**src/rtl/fifo_param_amisha.sv**
```systemverilog
// Parameterised synchronous FIFO: first-word-fall-through head, registered
// occupancy count with derived status flags, and sticky overflow/underflow flags.
module fifo_param_amisha #(
    parameter int DATA_WIDTH = 8,
    parameter int ADDR_WIDTH = 4,
    parameter int AF_MARGIN  = 1,
    parameter int AE_MARGIN  = 1
) (
    input  logic                  clk_amisha,
    input  logic                  reset_amisha,
    input  logic                  wr_amisha,
    input  logic                  rd_amisha,
    input  logic [DATA_WIDTH-1:0] w_data_amisha,
    input  logic                  clr_err_amisha,
    output logic [DATA_WIDTH-1:0] r_data_amisha,
    output logic                  empty_amisha,
    output logic                  full_amisha,
    output logic                  almost_empty_amisha,
    output logic                  almost_full_amisha,
    output logic [ADDR_WIDTH:0]   count_amisha,
    output logic                  overflow_amisha,
    output logic                  underflow_amisha
);

    localparam int                DEPTH    = 1 << ADDR_WIDTH;
    localparam logic [ADDR_WIDTH:0] FULL_CNT = (ADDR_WIDTH+1)'(DEPTH);

    logic [DATA_WIDTH-1:0] mem_q [DEPTH];
    logic [ADDR_WIDTH-1:0] wr_ptr_q, wr_ptr_d;
    logic [ADDR_WIDTH-1:0] rd_ptr_q, rd_ptr_d;
    logic [ADDR_WIDTH:0]   count_q, count_d;
    logic                  ovf_q, ovf_d;
    logic                  unf_q, unf_d;
    logic                  wr_en, rd_en;

    // Flags come from the registered count only, never from this cycle's requests.
    assign empty_amisha        = (count_q == '0);
    assign full_amisha         = (count_q == FULL_CNT);
    assign almost_full_amisha  = (int'(count_q) >= DEPTH - AF_MARGIN);
    assign almost_empty_amisha = (int'(count_q) <= AE_MARGIN);
    assign count_amisha        = count_q;
    assign overflow_amisha     = ovf_q;
    assign underflow_amisha    = unf_q;
    assign r_data_amisha       = mem_q[rd_ptr_q];

    // A full FIFO still takes a write when the head is popped in the same cycle.
    assign wr_en = wr_amisha && (!full_amisha || rd_amisha);
    assign rd_en = rd_amisha && !empty_amisha;

    always_comb begin
        wr_ptr_d = wr_ptr_q;
        rd_ptr_d = rd_ptr_q;
        count_d  = count_q;
        if (wr_en) begin
            wr_ptr_d = wr_ptr_q + ADDR_WIDTH'(1);
        end
        if (rd_en) begin
            rd_ptr_d = rd_ptr_q + ADDR_WIDTH'(1);
        end
        case ({wr_en, rd_en})
            2'b10:   count_d = count_q + (ADDR_WIDTH+1)'(1);
            2'b01:   count_d = count_q - (ADDR_WIDTH+1)'(1);
            default: count_d = count_q;
        endcase
        ovf_d = (ovf_q && !clr_err_amisha) || (wr_amisha && full_amisha && !rd_amisha);
        unf_d = (unf_q && !clr_err_amisha) || (rd_amisha && empty_amisha);
    end

    always_ff @(posedge clk_amisha) begin
        if (!reset_amisha) begin
            wr_ptr_q <= '0;
            rd_ptr_q <= '0;
            count_q  <= '0;
            ovf_q    <= 1'b0;
            unf_q    <= 1'b0;
        end else begin
            wr_ptr_q <= wr_ptr_d;
            rd_ptr_q <= rd_ptr_d;
            count_q  <= count_d;
            ovf_q    <= ovf_d;
            unf_q    <= unf_d;
        end
    end

    // Storage is deliberately left out of reset; a write coinciding with reset is dropped.
    always_ff @(posedge clk_amisha) begin
        if (reset_amisha && wr_en) begin
            mem_q[wr_ptr_q] <= w_data_amisha;
        end
    end

endmodule
```
**config.mk**
```make
export PLATFORM = sky130hd
export DESIGN_NAME = fifo_param_amisha
export DESIGN_NICKNAME = d
export VERILOG_FILES = /design/src/rtl/fifo_param_amisha.sv
export SDC_FILE = /design/constraint.sdc
export NUM_CORES = 1
export LEC_CHECK = 0
export ABC_AREA = 1
export BUFFER_PORTS_ARGS = -buffer_cell sky130_fd_sc_hd__clkbuf_2
export CORE_MARGIN = 4
export CORE_UTILIZATION = 35
export CTS_CLUSTER_SIZE = 25
export DETAILED_ROUTE_END_ITERATION = 7
export PLACE_DENSITY = 0.56
export SLEW_MARGIN = 10
export SYNTH_ARGS = -nofsm -noshare
export SYNTH_HDL_FRONTEND = slang
export SYNTH_SLANG_ARGS = --single-unit
```
**constraint.sdc**
```tcl
create_clock -name clk_amisha -period 3.6 [get_ports clk_amisha]
set_clock_uncertainty 0.15 [all_clocks]
set_input_delay 0.18 -clock clk_amisha [delete_from_list [all_inputs] [get_ports clk_amisha]]
set_output_delay 0.18 -clock clk_amisha [all_outputs]
set_load 0.01 [all_outputs]
```
==> impl_results.md, run 1 <==
* Setup Crit Path Kind: flop to output pin
* Slew @ Worst Pin at 1060 ps
* Synth area leaders: edfxtp_1 58%, nand2_1 11%, nand3_1 8.2%
* # diodes at 0
* Hold Vio Cnt, Final at 0
* Overall routing resource usage at 15.0%
* Initial antenna violation count at 0
* Number of CTS-inserted buffers at 17
* Crit path max fanout at 64
* DRT iter0 DRCs at 288
* Max-Cap Viols at 0
* GRT met1 Usage at 20.6%
* Clock Tree Root: clkbuf_16
* IO Count at 32
* Minimum clock period at ~2600 ps
* Die span in y at 145 um
* Sequential area share after synthesis at 64.1%
* Post-synth top area cell: edfxtp_1
* Syn nets at 699
* Hold Crit Class: input port to flop
* Combinational power share at 24.5%
* Busiest grt layer: met2
* I/O Buffers at 31
* Setup crit start kind: flop
* Final GP Congestion at 0.867
* Switch share at 31.4%
* Slew Limit Fails at 0
* Area fraction of the dominant cell type after synthesis at 58.3%
* Vias per std cell at 4.81
* Detailed Route WL at about 15 mm
* Number of H-tree levels at 4
* Post-DP HPWL at 9.90 mm
* DRC viols at 0
* Int Power at 0.00346 W
* Clock Sinks at 147
* Drt first pass iters at 5
* Setup Total Neg Slack at 0 ps
* Post-CTS Setup Inserts at 0
* Worst-Skew Late Latency at roughly 420 ps
* Worst rel slew slack at between 20% and 30%
* P_sw at 0.00159 W
* Share of layout cells above drive strength 1 at 10.6%
* Die Width at 145 um
* Placeable Area at approximately 18000 sq um
* Largest net degree at the start of global routing at 65
* Gr ovfl total at 0
* Final setup viols at 0
* Design area at 7540 sq um
* Bufs on Longest Clock Path at 2
* Grt met3 use at 3.84%
* Critical path required time at 3270 ps
* Grt met2 use at a little under a quarter
* Vias in the first global route at 4421
* CP endpoint kind: output pin
* First-pass GRT wire length at about 24 mm
* Reg clk slew, reported paths at 60 ps
* Ys Warns at 0
* Post-DR wirelength/cell at 16.2 um
* Final layout net count at 731
* Die area at 21100 sq um
* Routed vias at 4565
* Cell Area, Placed at 6870 sq um
* Syn-to-layout area delta at 14.4%
* Synthesized area per cell at slightly below 10 sq um
* Cells after synthesis at approximately 680
* Site Rows at 49
* RSZ-0062 raised after global routing: false
* Synth Register Bits at 147
* Critical Path AT at 2310 ps
* Crit share post-route at 73.3%
* Power share of the clock group at a little over a third
* Fillers at 1755
* ANT nets after route at 0
* Total power per unit cell area at around 670 nW/um^2
* Initial core utilization at 36.1%
* Synth Cell Area at 6590 sq um
* VDD IR max at 0.394 mV
* Library cells used by synthesis at 21
* Sequential share of power at 39.2%
* Outcome: completed
* CTS tree: done
* Leak at 3.23 nW
* Fmax at 379 MHz
## worst max-delay path: stages (launching register included)
cell and delay [ps]:
dfxtp_2 320, inv_2 750, nand2_1 130, nand2_1 100
nand2_1 50, nand3_1 110, nand3_1 150, nand2_1 110
clkbuf_2 130
## stage by stage
step / worst slack [ps] / hold WS, ps / util [%] / total power (W) / instances
after CTS: 940 / 155 / 41.3 / 0.00509 / 949
after global placement: 1270 / 298 / 37.6 / 0.00324 / 911
final: 961 / 160 / 41.3 / 0.00505 / 949
after global routing: 766 / 167 / 41.3 / 0.00532 / 949
after detailed placement: 1100 / 311 / 37.6 / 0.00325 / 911
after floorplan: 1480 / 129 / - / 0.00292 / 675
## power groups by stage
stage	Sequential, W	Combinational (W)	Clock [W]
2_1_floorplan	0.00201	0.000908	0
5_1_grt	0.00199	0.00141	0.00193
3_5_place_dp	0.00202	0.00124	0
4_1_cts	0.00198	0.00125	0.00186
6_report	0.00198	0.00124	0.00183
3_3_place_gp	0.00201	0.00122	0
## layout by cell type (no fill, tap or decap)
cell type,n
clkinvlp_4,4
o21ai_0,8
clkinv_1,2
nand4_1,2
inv_2,5
ha_1,11
dfxtp_1,18
nor3_1,3
nor2_2,1
nor2_1,38
clkbuf_16,17
buf_4,2
clkinv_2,3
edfxtp_1,128
nand3_2,1
bufinv_16,4
nand3_1,108
nand2_1,188
a21oi_1,10
clkinv_4,2
xor2_1,3
clkbuf_2,31
nand2_2,5
inv_1,118
dlygate4sd3_1,6
dfxtp_2,1
o21ai_1,1
## timing repair
action                                 CTS  global route
resized for setup                        0             0
endpoints found under the hold margin    7             0
hold buffers                             6             0
## cells by family (layout without fill, tap and decap cells)
family / count (synthesis) / in the layout / synth area share, %
buffers and inverters: 149 / 194 / 9.78
DFF: 147 / 147 / 64.1
xor gates and xnor gates: 3 / 3 / 0.399
and+or+nand+nor: 346 / 346 / 22.2
adders and majority gates: 11 / 11 / 2.09
AOI/OAI and AO/OA: 19 / 19 / 1.44
## final timing paths
check / start / slack, ps / end / cells past startpoint
min reg2reg: rd_ptr_q[3] / 380 / rd_ptr_q[3] / 2
max: flop / 960 / r_data_amisha[0] / 8
min: w_data_amisha[1] / 160 / mem_q[5][1] / 1
max reg2reg: count_amisha[0] / 1120 / mem_q[10][4] / 9
## sequential cells by signal (all words and copies together), names as in the netlist, named ones only
| name | flops |
|---|---|
| underflow_amisha | 1 |
| overflow_amisha | 1 |
| rd_ptr_q | 4 |
| count_amisha | 5 |
| wr_ptr_q | 4 |
| mem_q | 128 |
## layer usage
layer,part of all wire (%),vias up
met5,0,-
met2,46,143
met1,47,2171
met3,5.8,20
met4,1.1,0
li1,-,2231
## final cells by class
class / instances / area, sq um / area share [%]
clock buffer: 17 / 425 / 5.64
clock inverter: 15 / 190 / 2.52
inverter: 123 / 462 / 6.12
multi-input combinational: 379 / 1720 / 22.8
sequential: 147 / 4230 / 56.0
tap: 229 / 287 / 3.80
timing repair buffer: 39 / 230 / 3.05
## cell usage after synthesis
master	instances
clkbuf_1	2
buf_6	8
dfxtp_1	19
ha_1	11
nand3_1	108
nor2_2	1
edfxtp_1	128
inv_2	5
o21ai_0	8
inv_1	118
a21oi_1	10
nor2_1	38
buf_4	2
nor3_1	3
nand2_1	188
nand4_1	2
nand3_2	1
buf_2	14
o21ai_1	1
nand2_2	5
xor2_1	3
(Power assumes the default switching activity.)
==> run 2: changes to the inputs <==
PLACE_DENSITY = 0.58   (was 0.56)
clock period = 2.4 ns   (was 3.6 ns; I/O delays follow)
==> impl_results.md, run 2 (synthesized netlist as in run 1, its figures left out) <==
* Outcome: completed (unchanged)
* CTS tree: done (unchanged)
* Hold Vio Cnt, Final at 0 (unchanged)
* Reg clk slew, reported paths at 60 ps (about the same)
* Final GP Congestion at 0.833 (was 0.867)
* Post-CTS Setup Inserts at 0 (unchanged)
* Setup Total Neg Slack at 0 ps (unchanged)
* Power, Total at 0.00744 W (was 0.00505 W)
* Post-DP HPWL at 9.16 mm (was 9.90 mm)
* Slowest cell on crit path: inv_2 (unchanged)
* Worst path bufs/invs at 2 (unchanged)
* Number of CTS-inserted buffers at 17 (unchanged)
* # diodes at 0 (unchanged)
* Worst rel slew slack at 54.7% (was 29.2%)
* Biggest register: mem_q (unchanged)
* Final setup viols at 0 (unchanged)
* Crit-path leading delay family: buffers and inverters (unchanged)
* Vias in the first global route at 4425 (was 4421)
* Most frequent cells in the layout: 188 x nand2_1, 128 x edfxtp_1, 118 x inv_1 (unchanged)
* RSZ-0062 raised after global routing: false (unchanged)
* Crit-path cells: inv_2, nand3_1, nand3_1, nand3_1, nand2_1, clkbuf_2 (was inv_2, nand2_1, nand2_1, nand2_1, nand3_1, nand3_1, nand2_1, clkbuf_2)
* Slew Limit Fails at 0 (unchanged)
* Overall routing resource usage at 14.4% (was 15.0%)
* Critical path required time at 2130 ps (was 3270 ps)
* Most common cell on crit path: nand3_1 (was nand2_1)
* Slew @ Worst Pin at 678 ps (was 1060 ps)
* Die Width at 145 um (unchanged)
* Initial core utilization at 36.1% (unchanged)
* Core Util, Final at 42.1% (was 41.3%)
* Bufs on Longest Clock Path at 2 (unchanged)
* Setup crit start kind: flop (unchanged)
* First-pass GRT wire length at 23.6 mm (was 24.2 mm)
* Leak at 3.34 nW (was 3.23 nW)
* Post-DR wirelength/cell at 15.0 um (was 16.2 um)
* Minimum clock period at 2200 ps
* Die span in y at 145 um (unchanged)
* Placeable Area at 18300 sq um (unchanged)
* Final layout net count at 753 (was 731)
* Setup Crit Path Kind: flop to output pin (unchanged)
* I/O Buffers at 31 (unchanged)
* Max reg flops at 128 (unchanged)
* Die area at 21100 sq um (unchanged)
* Syn-to-layout area delta at 16.7% (was 14.4%)
* Vias per std cell at 4.67 (was 4.81)
* Gr ovfl total at 0 (unchanged)
* Most common cell after layout, fill and taps aside: nand2_1 (unchanged)
* Area of the multi-input gates at 1730 sq um (was 1720 sq um)
* CP endpoint kind: output pin (unchanged)
* CP peak stage delay at 500 ps (was 750 ps)
* Fillers at 1744 (was 1755)
* VDD IR max at 0.539 mV (was 0.394 mV)
* Fmax at between 400 and 500 MHz
* Initial antenna violation count at 0 (unchanged)
* Detailed Route WL at 14.5 mm (was 15.4 mm)
* Hold wc startpoint: w_data_amisha[7] (was w_data_amisha[1])
* RR Startpoint: count_amisha[0] (unchanged)
* Share of layout cells above drive strength 1 at 13.2% (was 10.6%)
* Crit path max fanout at 32 (was 64)
* Site Rows at 49 (unchanged)
* Clock Sinks at 147 (unchanged)
* ANT nets after route at 0 (unchanged)
* Fin cells at 971 (was 949)
* Drt first pass iters at 5 (unchanged)
* Total power per unit cell area at 967 nW/um^2 (was 670 nW/um^2)
* IO Count at 32 (unchanged)
* Max-Cap Viols at 0 (unchanged)
* Routed vias at 4538 (was 4565)
* Sequential Area at 4230 sq um (about the same)
* Critical Path AT at 1930 ps (was 2310 ps)
* Worst-Skew Late Latency at 420 ps (about the same)
* DRC viols at 0 (unchanged)
* Dpl cells at 932 (was 911)
* Hold Crit Class: input port to flop (unchanged)
* Crit share post-route at 91.8%
* WHS at 25.2 ps (was 160 ps)
* Clock Tree Root: clkbuf_16 (unchanged)
* Largest net degree at the start of global routing at 65 (unchanged)
* DRT iter0 DRCs at 250 (was 288)
* Number of H-tree levels at 4 (unchanged)
## run 2: changes by cell type in the layout (fill, tap and decap cells not counted), sizes merged
| cell | change |
|---|---|
| buf | +21 |
| bufinv | -2 |
| clkinvlp | -2 |
| dlygate4sd3 | +1 |
| inv | +3 |
| clkbuf | +1 |
## run 2: repair_timing
item	CTS	global route
hold buffers	7	0
setup endpoints to repair	0	2
resized for setup	0	3
hold endpoints to repair	32	0
## run 2: routing by layer
layer	routed length, um	track usage [%]
met1	6650	19.2
met2	7050	23.3
met3	670	3.77
met4	160	3.99
met5	0	0
## run 2: final timing paths
| check | endpoint | slack (ps) | cells after the start |
|---|---|---|---|
| min | mem_q[3][7] | 30 | 1 |
| max | r_data_amisha[3] | 200 | 6 |
| min reg2reg | flop | 370 | 2 |
| max reg2reg | count_amisha[4] | 220 | 12 |
## run 2: stage by stage
step	area, sq um	worst slack (ps)
3_3_place_gp	7050	237
2_1_floorplan	6590	278
4_1_cts	7680	117
5_1_grt	7690	30.3
6_report	7690	198
3_5_place_dp	7050	159
## run 2: layout make-up
type	count	area share [%]
inverters	123	6.00
multi-input cells	379	22.4
repair buffers	61	5.50
well taps	229	3.73
flip-flops and latches	147	55.0
clock buffers	18	5.58
clock inverters	14	1.77
## run 2: report_power, final
group / internal (W) / total [W] / leakage [nW] / switching [W]
registers: 0.00288 / 0.00298 / 1.31 / 0.0000992
clock network: 0.00152 / 0.00254 / 0.273 / 0.00102
logic: 0.000651 / 0.00192 / 1.76 / 0.00126
## run 2: worst register-to-register path, delay by kind of cell (launching register included)
kind                     cells  cell delay [ps]
AO/OA/AOI/OAI                2              280
buffers and inverters        3              320
adder cells (fa/ha/maj)      2              520
flip-flops                   1              390
AND/OR/NAND/NOR              5              410
==> run 3: changes to the inputs <==
CAP_MARGIN = 10   (was default)
CORE_ASPECT_RATIO = 0.75   (was default)
==> impl_results.md, run 3 (synthesized netlist as in run 1, its figures left out) <==
* Setup Total Neg Slack at 0 ps (unchanged)
* Core Util, Final at 41.7% (was 42.1%)
* Number of CTS-inserted buffers at 17 (unchanged)
* Minimum clock period at 2210 ps (was 2200 ps)
* Max-Cap Viols at 0 (unchanged)
* Placeable Area at 18500 sq um (was 18300 sq um)
* Switch share at 32.1% (about the same)
* DRC viols at 0 (unchanged)
* Worst rel slew slack at 57.0% (was 54.7%)
* Post-DP HPWL at 9.20 mm (was 9.16 mm)
* Sequential share of power at 40.1% (about the same)
* Fin cells at 990 (was 971)
* I/O Buffers at 31 (unchanged)
* Critical path required time at 2130 ps (about the same)
* Combinational power share at 25.5% (was 25.7%)
* ANT nets after route at 0 (unchanged)
* Detailed Route WL at 14.8 mm (was 14.5 mm)
* Syn-to-layout area delta at 17.2% (was 16.7%)
* Hold Vio Cnt, Final at 2 (was 0)
* Setup crit start kind: flop (unchanged)
* Int Power at 0.00504 W (was 0.00505 W)
* CP endpoint kind: output pin (unchanged)
* Largest net degree at the start of global routing at 65 (unchanged)
* Worst-Skew Late Latency at 420 ps (about the same)
* Biggest register: mem_q (unchanged)
* CTS tree: done (unchanged)
* RSZ-0062 raised after global routing: false (unchanged)
* Dpl cells at 951 (was 932)
* Share of layout cells above drive strength 1 at 13.3% (was 13.2%)
* Critical Path AT at 1940 ps (was 1930 ps)
* Clock Sinks at 147 (unchanged)
* Total power per unit cell area at 960 nW/um^2 (was 967 nW/um^2)
* Most frequent cells in the layout: 188 x nand2_1, 128 x edfxtp_1, 118 x inv_1 (unchanged)
* Setup Crit Path Kind: flop to output pin (unchanged)
* IO Count at 32 (unchanged)
* Crit share post-route at 92.1% (was 91.8%)
* P_sw at 0.00238 W (about the same)
* Final setup viols at 0 (unchanged)
* Bufs on Longest Clock Path at 2 (unchanged)
* Die area at 21100 sq um (about the same)
* Gr ovfl total at 0 (unchanged)
* Die Width at 166 um (was 145 um)
* Hold Crit Class: input port to flop (unchanged)
* WHS at -1.22 ps (was 25.2 ps)
* Clock Tree Root: clkbuf_16 (unchanged)
* Slew @ Worst Pin at 645 ps (was 678 ps)
* Outcome: finished with violations (was completed)
* Crit path max fanout at 32 (unchanged)
* Initial antenna violation count at 1 (was 0)
* Final layout net count at 754 (was 753)
* Fmax at 452 MHz (was 454 MHz)
* Design area at 7720 sq um (was 7690 sq um)
* Final GP Congestion at 0.792 (was 0.833)
* Final setup margin at 189 ps (was 198 ps)
* Pre-CTS setup slack at 171 ps (was 159 ps)
* Power share of the clock group at 34.4% (was 34.2%)
* Cell Area, Placed at 7080 sq um (was 7050 sq um)
* Vias in the first global route at 4355 (was 4425)
* DRT iter0 DRCs at 337 (was 250)
* Number of H-tree levels at 4 (unchanged)
* Initial core utilization at 35.6% (was 36.1%)
* Site Rows at 43 (was 49)
* Vias per std cell at 4.53 (was 4.67)
* Drt first pass iters at 7 (was 5)
* VDD IR max at 0.584 mV (was 0.539 mV)
* Routed vias at 4484 (was 4538)
* Most common cell after layout, fill and taps aside: nand2_1 (unchanged)
* # diodes at 0 (unchanged)
* Slew Limit Fails at 0 (unchanged)
* Die span in y at 127 um (was 145 um)
* Failing checks: negative hold slack
* Max reg flops at 128 (unchanged)
* Overall routing resource usage at 14.5% (was 14.4%)
* Reg clk slew, reported paths at 60 ps (about the same)
* Leak at 3.34 nW (about the same)
* First-pass GRT wire length at 23.7 mm (was 23.6 mm)
* Post-DR wirelength/cell at 14.9 um (was 15.0 um)
[run 3: worst max-delay path, stage by stage, from the launching register on]
cell and delay [ps]:
dfxtp_1 320, inv_2 470, nand3_1 150, nand3_1 110, nand3_1 100, nand2_1 190, clkbuf_2 180
[run 3: path summary, 6_finish.rpt]
check	slack, ps	cells after the start	start	to
setup reg to reg	240	12	count_amisha[0]	count_amisha[4]
setup / recovery	190	6	flop	r_data_amisha[2]
hold / removal	-1	1	w_data_amisha[1]	mem_q[6][1]
hold reg to reg	380	2	rd_ptr_q[3]	rd_ptr_q[3]
[run 3: what timing repair did]
item	in CTS	in global routing
resized for setup	0	3
setup endpoints to repair	0	2
hold buffers	7	0
endpoints found under the hold margin	28	0
buffers inserted	0	0
[run 3: routing by layer]
| metal | part of all wire (%) | wire length (um) | vias to the layer above | GRT usage, % |
|---|---|---|---|---|
| li1 | - | - | 2278 | - |
| met2 | 44 | 6470 | 113 | 22.5 |
| met1 | 49 | 7300 | 2075 | 20.4 |
| met3 | 5.3 | 790 | 16 | 3.30 |
| met4 | 1.5 | 217 | 2 | 4.52 |
| met5 | 0.088 | 13 | - | 0 |
[run 3: through the flow]
step                hold WS [ps]  power (W)
floorplan                   68.9    0.00438
global placement             236    0.00492
detailed placement           248    0.00492
CTS                         8.25    0.00748
global route                32.8    0.00786
finish                     -1.22    0.00742
[run 3: layout make-up]
cell class	instances	area [sq um]
Clock buffer	19	433
Tap cell	247	309
Clock inverter	13	138
Timing Repair Buffer	62	430
Fill cell	1815	10800
Multi-Input combinational cell	379	1730
Sequential cell	147	4230
Inverter	123	462
[run 3: power by group through the flow]
stage / registers (W) / clock network, W / logic, W
finish: 0.00297 / 0.00256 / 0.00189
global route: 0.00299 / 0.00272 / 0.00215
CTS: 0.00297 / 0.00260 / 0.00191
detailed placement: 0.00302 / 0 / 0.00189
global placement: 0.00302 / 0 / 0.00190
floorplan: 0.00302 / 0 / 0.00136
